**src/rtl/led_shift_out.sv**
```systemverilog
// rtl/led_shift_out.sv - serializes a parallel LED pattern to a 74HC595-style shift register with global PWM dimming
//
// Ports:
//   clock       system clock, all logic on the rising edge
//   reset_n     asynchronous active-low reset
//   leds        parallel LED pattern, bit WIDTH-1 is the leftmost LED (shifted first)
//   brightness  global duty, 0 = off, all-ones = fully on
//   busy        high while a frame is being shifted or latched
//   sr_data     serial data (SER), stable while sr_clock is high
//   sr_clock    shift clock (SRCLK), external register samples on its rising edge
//   sr_latch    storage latch pulse (RCLK), active high, CLK_DIV cycles wide
//   sr_oe_n     active-low output enable, carries the brightness PWM

module led_shift_out #(
    parameter int WIDTH    = 8,
    parameter int CLK_DIV  = 4,
    parameter int PWM_BITS = 4
) (
    input  logic                clock,
    input  logic                reset_n,
    input  logic [WIDTH-1:0]    leds,
    input  logic [PWM_BITS-1:0] brightness,
    output logic                busy,
    output logic                sr_data,
    output logic                sr_clock,
    output logic                sr_latch,
    output logic                sr_oe_n
);

    localparam int DIV_W = (CLK_DIV > 1) ? $clog2(CLK_DIV) : 1;
    localparam int BIT_W = (WIDTH > 1) ? $clog2(WIDTH) : 1;
    localparam logic [DIV_W-1:0] DIV_LAST = DIV_W'(CLK_DIV - 1);
    localparam logic [BIT_W-1:0] BIT_LAST = BIT_W'(WIDTH - 1);

    typedef enum logic [1:0] {
        IDLE,
        SHIFT,
        LATCH
    } state_t;

    state_t              state;
    logic [DIV_W-1:0]    div_cnt;
    logic [BIT_W-1:0]    bit_cnt;
    // Holds only the bits still to be sent; the MSB goes straight to sr_data at frame start.
    logic [WIDTH-2:0]    shift_reg;
    // Value actually shifted last, so a static pattern causes no bus traffic.
    logic [WIDTH-1:0]    shadow;
    // Forces one frame after reset so the external register reaches a known state.
    logic                refresh_pending;
    logic [PWM_BITS-1:0] pwm_cnt;

    logic start;
    logic pwm_on;

    assign start  = refresh_pending || (leds != shadow);
    // All-ones brightness must be fully on, which counter < brightness alone cannot reach.
    assign pwm_on = (&brightness) || (pwm_cnt < brightness);

    always_ff @(posedge clock or negedge reset_n) begin
        if (!reset_n) begin
            state           <= IDLE;
            div_cnt         <= '0;
            bit_cnt         <= '0;
            shift_reg       <= '0;
            shadow          <= '0;
            refresh_pending <= 1'b1;
            busy            <= 1'b0;
            sr_data         <= 1'b0;
            sr_clock        <= 1'b0;
            sr_latch        <= 1'b0;
        end else begin
            case (state)
                IDLE: begin
                    div_cnt <= '0;
                    if (start) begin
                        shift_reg       <= leds[WIDTH-2:0];
                        shadow          <= leds;
                        refresh_pending <= 1'b0;
                        sr_data         <= leds[WIDTH-1];
                        sr_clock        <= 1'b0;
                        bit_cnt         <= BIT_LAST;
                        busy            <= 1'b1;
                        state           <= SHIFT;
                    end
                end

                SHIFT: begin
                    if (div_cnt == DIV_LAST) begin
                        div_cnt <= '0;
                        if (!sr_clock) begin
                            sr_clock <= 1'b1;
                        end else begin
                            // Falling transition: data moves only here, never while SRCLK is high.
                            sr_clock <= 1'b0;
                            if (bit_cnt == '0) begin
                                sr_latch <= 1'b1;
                                state    <= LATCH;
                            end else begin
                                bit_cnt   <= bit_cnt - 1'b1;
                                sr_data   <= shift_reg[WIDTH-2];
                                shift_reg <= shift_reg << 1;
                            end
                        end
                    end else begin
                        div_cnt <= div_cnt + 1'b1;
                    end
                end

                LATCH: begin
                    if (div_cnt == DIV_LAST) begin
                        div_cnt  <= '0;
                        sr_latch <= 1'b0;
                        busy     <= 1'b0;
                        state    <= IDLE;
                    end else begin
                        div_cnt <= div_cnt + 1'b1;
                    end
                end

                default: begin
                    state <= IDLE;
                end
            endcase
        end
    end

    // Free-running dimming, independent of the frame state machine.
    always_ff @(posedge clock or negedge reset_n) begin
        if (!reset_n) begin
            pwm_cnt <= '0;
            sr_oe_n <= 1'b1;
        end else begin
            pwm_cnt <= pwm_cnt + 1'b1;
            sr_oe_n <= !pwm_on;
        end
    end

endmodule

```
**config.mk**
```make
export PLATFORM = sky130hd
export DESIGN_NAME = led_shift_out
export DESIGN_NICKNAME = d
export VERILOG_FILES = /design/src/rtl/led_shift_out.sv
export SDC_FILE = /design/constraint.sdc
export NUM_CORES = 1
export LEC_CHECK = 0
export CAP_MARGIN = 40
export CORE_MARGIN = 2
export CORE_UTILIZATION = 30
export DETAILED_ROUTE_END_ITERATION = 8
export GPL_TIMING_DRIVEN = 0
export SLEW_MARGIN = 10
export SYNTH_ARGS = -nofsm -noshare
export SYNTH_HDL_FRONTEND = slang
export SYNTH_SLANG_ARGS = --single-unit
export TNS_END_PERCENT = 10
```
**constraint.sdc**
```tcl
create_clock -name clock -period 1.8 [get_ports clock]
set_input_delay 0.18 -clock clock [delete_from_list [all_inputs] [get_ports clock]]
set_output_delay 0.18 -clock clock [all_outputs]
set_load 0.01 [all_outputs]
```
==> reports/metrics.csv, run 1 <==
stage;metric;value;unit
status;status;finished, violations left;
status;violations;setup timing;
cts;clk_path_buf_depth;2;
logic_synthesis;synth_area;1710;um2
route;wl_per_cell;12.4;um
timing;tightest_slew;0.722;ns
placement;globalplace.congestion;0.697;
placement;dp_hpwl;2220;um
logic_synthesis;synthCells;150;
die;coreArea;5510;um2
timing;finalSetupViolations;15;
timing;finalWorstSetupSlack;-0.126;ns
cts;clock-sinks;32;
finish;final_util;38.8;%
placement;dp.cells;240;
power_and_ir_drop;p_leak;0.979;nW
critical_path;cp.required;1.97;ns
logic_synthesis;ys_top_cells_by_count;dfrtp_1 (30), nand2_1 (15), inv_1 (13);
route;drcViolationCount;0;
logic_synthesis;async_flop_share;100;%
timing;rsz0062_at_grt;true;
timing;finalClockSkew;0.00475;ns
cts;ctsHtreeMaxLevel;2;
route;vias_per_cell;4.58;
job;drv_cap;0;
power_and_ir_drop;ir_worst_vdd;0.860;mV
logic_synthesis;synth-seq-cells;32;
critical_path;cp-end-kind;register;
logic_synthesis;synthTopCellsByArea;dfrtp_1 (44%), ha_1 (8.8%), mux2_2 (5.9%);
finish;nets;207;
die;io_pins;19;
cts;clk_latency;0.28;ns
die;rows;27;
power_and_ir_drop;power.density;1490;nW/um2
logic_synthesis;yosys_warnings;0;
global_route;busiest_layer;met2;
critical_path;crit_arrival;2.09;ns
route;routed_wl;3150;um
critical_path;cp_top_family;simple AND/OR/NAND/NOR gates;
logic_synthesis;synth_fp_nets;176;
finish;instances_no_fill;254;
timing;min_period;1.93;ns
timing;relSlewSlack;51.9;%
timing;period_share;107;%
logic_synthesis;syn_avg_cell_area;11.4;um2
cts;tritoncts;done;
global_route;use_met3;2.94;%
route;dr_total_vias;1163;
global_route;grt_util_met1;13.7;%
logic_synthesis;seq_area_frac_synth;47.1;%
logic_synthesis;yosys_most_used_dff;dfrtp_1;
route;firstDrtPassIters;4;
timing;slew_viol_final;0;
die;dieArea;6310;um2
finish;drive_above_1_share;23.1;%
cts;clk_pin_slew;0.07;ns
critical_path;critPathMaxFanout;4;
finish;largest_register_ffs;8;
global_route;use_met2;18.3;%
critical_path;cp_num_buf_inv;0;
finish;areaGrowthSynthToFinish;25.1;%
critical_path;crit_slowest_cell;or4_4;
route;drt-initial-drc-count;53;
global_route;grt_max_degree;33;
critical_path;crit_chain;xor2_1, or4_4, nor3_4, or2b_4, mux2_4;
cts;cts_inserted_buffers;5;
logic_synthesis;yosysTopAreaCell;dfrtp_1;
logic_synthesis;synthMostInstantiatedCell;dfrtp_1;
critical_path;slowest_delay;0.59;ns
global_route;antenna_found_initial;0;
route;drtAntennaViolNets;0;
timing;fmax;519;MHz
logic_synthesis;synth-edff-count;0;
placement;port_buffers;18;
logic_synthesis;synth_cell_types;35;
global_route;grt_usage;11.1;%
placement;post_dp_cell_area;1980;um2
die;die-width;79.4;um
global_route;first_global_vias;1202;
timing;finalHoldViolations;0;
logic_synthesis;synth_top_area_share;44.0;%
global_route;grt_pass1_wl;5350;um
finish;antenna_cells;0;
die;die_h;79.4;um
finish;final_area;2140;um2
critical_path;path_class;reg2reg;
die;start_util;31.0;%
min_path;min_path_type;in2reg;
cts;root_buffer;clkbuf_8;
global_route;grt_overflow;0;
critical_path;critPathLaunchType;register;
[routing by layer]
metal / wire [um] / part of all wire [%]
met1: 1540 / 49
met2: 1430 / 45
met3: 128 / 4.1
met4: 45 / 1.4
met5: 0 / 0
[cell type report]
cell class,instances,area [um2]
Timing Repair Buffer,24,225
Fill cell,538,3370
Sequential cell,32,803
Inverter,13,48.8
Tap cell,72,90.1
Clock inverter,1,7.51
Clock buffer,7,86.3
Buffer,3,31.3
Multi-Input combinational cell,102,843
[cell families after synthesis]
group                    after synthesis  share of synthesized area (%)
XOR/XNOR                              10                           5.13
buffers and inverters                 16                           4.33
multiplexers                          18                           11.2
AND/OR/NAND/NOR                       35                           11.4
AO/OA/AOI/OAI                         27                           12.1
flip-flops                            32                           47.1
adder cells (fa/ha/maj)               12                           8.80
[worst register-to-register path, cell delays in order (launching register included)]
cell	delay, ns
dfrtp_1	0.39
xor2_1	0.16
or4_4	0.59
nor3_4	0.21
or2b_4	0.18
mux2_4	0.29
[placed cells by master, fill, tap and decap left out, types with 2 or more instances in the layout]
master,synthesis,final
dfrtp_1,30,30
clkdlybuf4s50_1,0,16
nand2_1,15,15
ha_1,12,11
inv_1,13,10
mux2i_1,9,9
o21ai_1,0,8
mux2_2,9,8
nand3_1,6,6
xnor2_1,6,6
clkbuf_8,0,6
buf_4,0,5
xor2_1,4,4
a21oi_1,4,4
inv_2,0,3
a21o_1,3,3
o31ai_4,2,2
nor2_1,2,2
nor2b_1,2,2
o21ai_0,10,2
o221a_2,2,2
dfstp_2,2,2
[through the flow]
stage                     setup slack, ns  setup TNS, ns  power [mW]  hold slack [ns]
after global routing               -0.180          -2.05        3.42            0.254
after floorplan                   -0.0403         -0.213        2.16           -0.116
after detailed placement           -0.484          -7.29        2.50            0.283
after global placement             -0.476         -11.50        2.47            0.463
final                              -0.126         -0.826        3.19            0.219
after CTS                          -0.154          -1.02        3.21            0.479
[what timing repair did]
action | 4_1_cts | 5_1_grt
endpoints found under the setup margin | 17 | 17
pin swaps | 5 | 1
buffers inserted | 4 | 1
resized for setup | 11 | 7
hold buffers | 1 | 0
endpoints found under the hold margin | 30 | 0
[report_power, final]
group          internal (mW)  leakage [nW]  switching, mW
logic                  0.746         0.560          0.742
registers              0.967         0.374          0.154
clock network          0.311        0.0445          0.267
[final timing paths]
check	start	to	slack, ns	cells past startpoint
max	shadow[6]	state[0]	-0.13	5
min	leds[6]	shadow[6]	0.22	2
max reg2reg	shadow[6]	state[0]	-0.13	5
min reg2reg	pwm_cnt[0]	pwm_cnt[0]	0.47	1
max in group asynchronous	reset_n	bit_cnt[1]	0.85	2
min in group asynchronous	reset_n	sr_latch	0.48	2
No activity file was read; power rests on OpenSTA's default activity.
==> run 2, diff against run 1 <==
Settings changed: PLACE_DENSITY set to 0.54.
Clock period 1.8 ns to 1.5 ns, I/O delays scaled along.
==> run 2 against run 1 <==
Net effect:
- the run still ends with setup timing left
- count of clock-buffer cells in the layout decreased by 1
- maximum frequency is 0.33% higher
- die area unchanged
- clock skew is 0.00085 ns higher
- cell count decreased by 0.79%
- setup slack worse by 0.29 ns
- wire length increased by 3.3%
- non-clock buffer count shrank 2
- cell area rose by 0.94%
- critical endpoint is now shadow[3]
==> reports/metrics.csv, run 2 (same netlist as run 1, synthesis figures left out) <==
stage;metric;value;unit;change
status;violations;setup timing;;unchanged
route;wl_per_cell;12.9;um;was 12.4 um
global_route;grt_max_degree;33;;unchanged
critical_path;crit_chain;xor2_1, or4_4, o31ai_4, mux2_2;;was xor2_1, or4_4, nor3_4, or2b_4, mux2_4
critical_path;critPathLaunchType;register;;unchanged
global_route;first_global_vias;1277;;was 1202
die;start_util;31.0;%;unchanged
finish;instances_no_fill;252;;was 254
placement;pre_cts_ws;-0.745;ns;was -0.484 ns
timing;fmax;521;MHz;was 519 MHz
critical_path;crit_slowest_cell;or4_4;;unchanged
placement;globalplace.congestion;0.786;;was 0.697
cts;tritoncts;done;;unchanged
route;drtAntennaViolNets;0;;unchanged
timing;tightest_slew;0.710;ns;was 0.722 ns
timing;finalSetupViolations;17;;was 15
timing;min_period;1.92;ns;was 1.93 ns
timing;finalClockSkew;0.00560;ns;was 0.00475 ns
finish;drive_above_1_share;23.9;%;was 23.1%
cts;cts_inserted_buffers;5;;unchanged
die;io_pins;19;;unchanged
finish;final_cell_mix;dfrtp_1 (30), clkdlybuf4s50_1 (16), nand2_1 (15), ha_1 (10);;was dfrtp_1 (30), clkdlybuf4s50_1 (16), nand2_1 (15), ha_1 (11), inv_1 (10)
power_and_ir_drop;ir_worst_vdd;0.715;mV;was 0.860 mV
die;rows;27;;unchanged
route;drcViolationCount;0;;unchanged
critical_path;path_class;reg2reg;;unchanged
route;routed_wl;3250;um;was 3150 um
power_and_ir_drop;power.density;1870;nW/um2;was 1490 nW/um2
critical_path;crit_arrival;2.09;ns;about the same
cts;clock-sinks;32;;unchanged
die;coreArea;5510;um2;unchanged
critical_path;worst_r2r_path_depth;4;;was 5
status;status;finished, violations left;;unchanged
min_path;min_path_cells;2;;unchanged
critical_path;cp.required;1.67;ns;was 1.97 ns
cts;ctsHtreeMaxLevel;2;;unchanged
finish;seqCellArea;803;um2;unchanged
route;vias_per_cell;4.75;;was 4.58
finish;multi_input_area;848;um2;was 843 um2
finish;fill_cells;537;;was 538
finish;areaGrowthSynthToFinish;26.3;%;was 25.1%
critical_path;slowest_delay;0.58;ns;was 0.59 ns
job;drv_cap;0;;unchanged
global_route;antenna_found_initial;0;;unchanged
die;die-width;79.4;um;unchanged
finish;largest_register_ffs;8;;unchanged
critical_path;critPathMaxFanout;4;;unchanged
timing;relSlewSlack;52.6;%;was 51.9%
finish;nets;205;;was 207
die;die_h;79.4;um;unchanged
timing;rsz0062_at_grt;true;;unchanged
global_route;grt_usage;12.0;%;was 11.1%
timing;period_share;128;%;was 107%
placement;port_buffers;18;;unchanged
timing;final.setup.tns;-5.55;ns;was -0.826 ns
global_route;grt_overflow;0;;unchanged
timing;finalHoldViolations;0;;unchanged
critical_path;cp-end-kind;register;;unchanged
power_and_ir_drop;p_leak;0.990;nW;was 0.979 nW
cts;root_buffer;clkbuf_8;;unchanged
die;dieArea;6310;um2;unchanged
placement;dp_hpwl;2360;um;was 2220 um
finish;layout_commonest_cell;dfrtp_1;;unchanged
route;drt-initial-drc-count;98;;was 53
cts;clk_pin_slew;0.07;ns;about the same
route;firstDrtPassIters;4;;unchanged
timing;finalWorstSetupSlack;-0.420;ns;was -0.126 ns
route;dr_total_vias;1198;;was 1163
min_path;min_path_type;in2reg;;unchanged
timing;slew_viol_final;0;;unchanged
cts;clk_latency;0.28;ns;about the same
global_route;grt_pass1_wl;5820;um;was 5350 um
finish;antenna_cells;0;;unchanged
finish;final_util;39.2;%;was 38.8%
cts;clk_path_buf_depth;2;;unchanged
placement;dp.cells;240;;unchanged
[run 2: cell type report]
class / instances / share of cell area, %
Clock inverter: 2 / 1.63
Tap cell: 72 / 4.18
Multi-Input combinational cell: 102 / 39.3
Inverter: 13 / 2.26
Clock buffer: 6 / 3.37
Buffer: 3 / 1.45
Timing Repair Buffer: 22 / 10.5
Sequential cell: 32 / 37.3
[run 2: worst max-delay path, delay by kind of cell (launching register included)]
family	cells	cell delay [ns]
AO/OA/AOI/OAI	1	0.31
XOR/XNOR	1	0.15
flip-flops	1	0.39
multiplexers	1	0.37
AND/OR/NAND/NOR	1	0.58
[run 2: where the power goes]
part	total (mW)	leakage, nW	internal [mW]	switching, mW
Sequential	1.35	0.374	1.16	0.190
Clock	0.802	0.0552	0.492	0.310
Combinational	1.88	0.561	0.963	0.921
Total	4.04	0.990	2.62	1.42
[run 2: through the flow]
stage / power (mW) / area (um2) / hold slack, ns
after floorplan: 2.59 / 1710 / -0.146
after global placement: 2.96 / 1980 / 0.461
after detailed placement: 3.02 / 1980 / 0.251
after CTS: 4.04 / 2150 / 0.432
after global routing: 4.36 / 2160 / 0.450
final: 4.04 / 2160 / 0.443
[run 2: repair_timing]
item,in CTS,in global routing
hold buffers,1,0
gates resized for setup,15,7
pin swaps,7,1
setup buffers,3,0
hold endpoints to repair,30,0
endpoints found under the setup margin,18,19
[run 2: final timing paths]
path / from / to / slack [ns]
max: shadow[6] / shadow[3] / -0.42
min: brightness[3] / sr_oe_n / 0.44
max reg2reg: shadow[6] / shadow[3] / -0.42
min reg2reg: pwm_cnt[0] / pwm_cnt[0] / 0.48
max in group asynchronous: reset_n / pwm_cnt[1] / 0.59
min in group asynchronous: reset_n / sr_clock / 0.45
[run 2: layer usage]
layer	track usage (%)	routed length [um]
met1	14.8	1480
met2	19.1	1570
met3	3.39	114
met4	6.38	91
met5	0	0
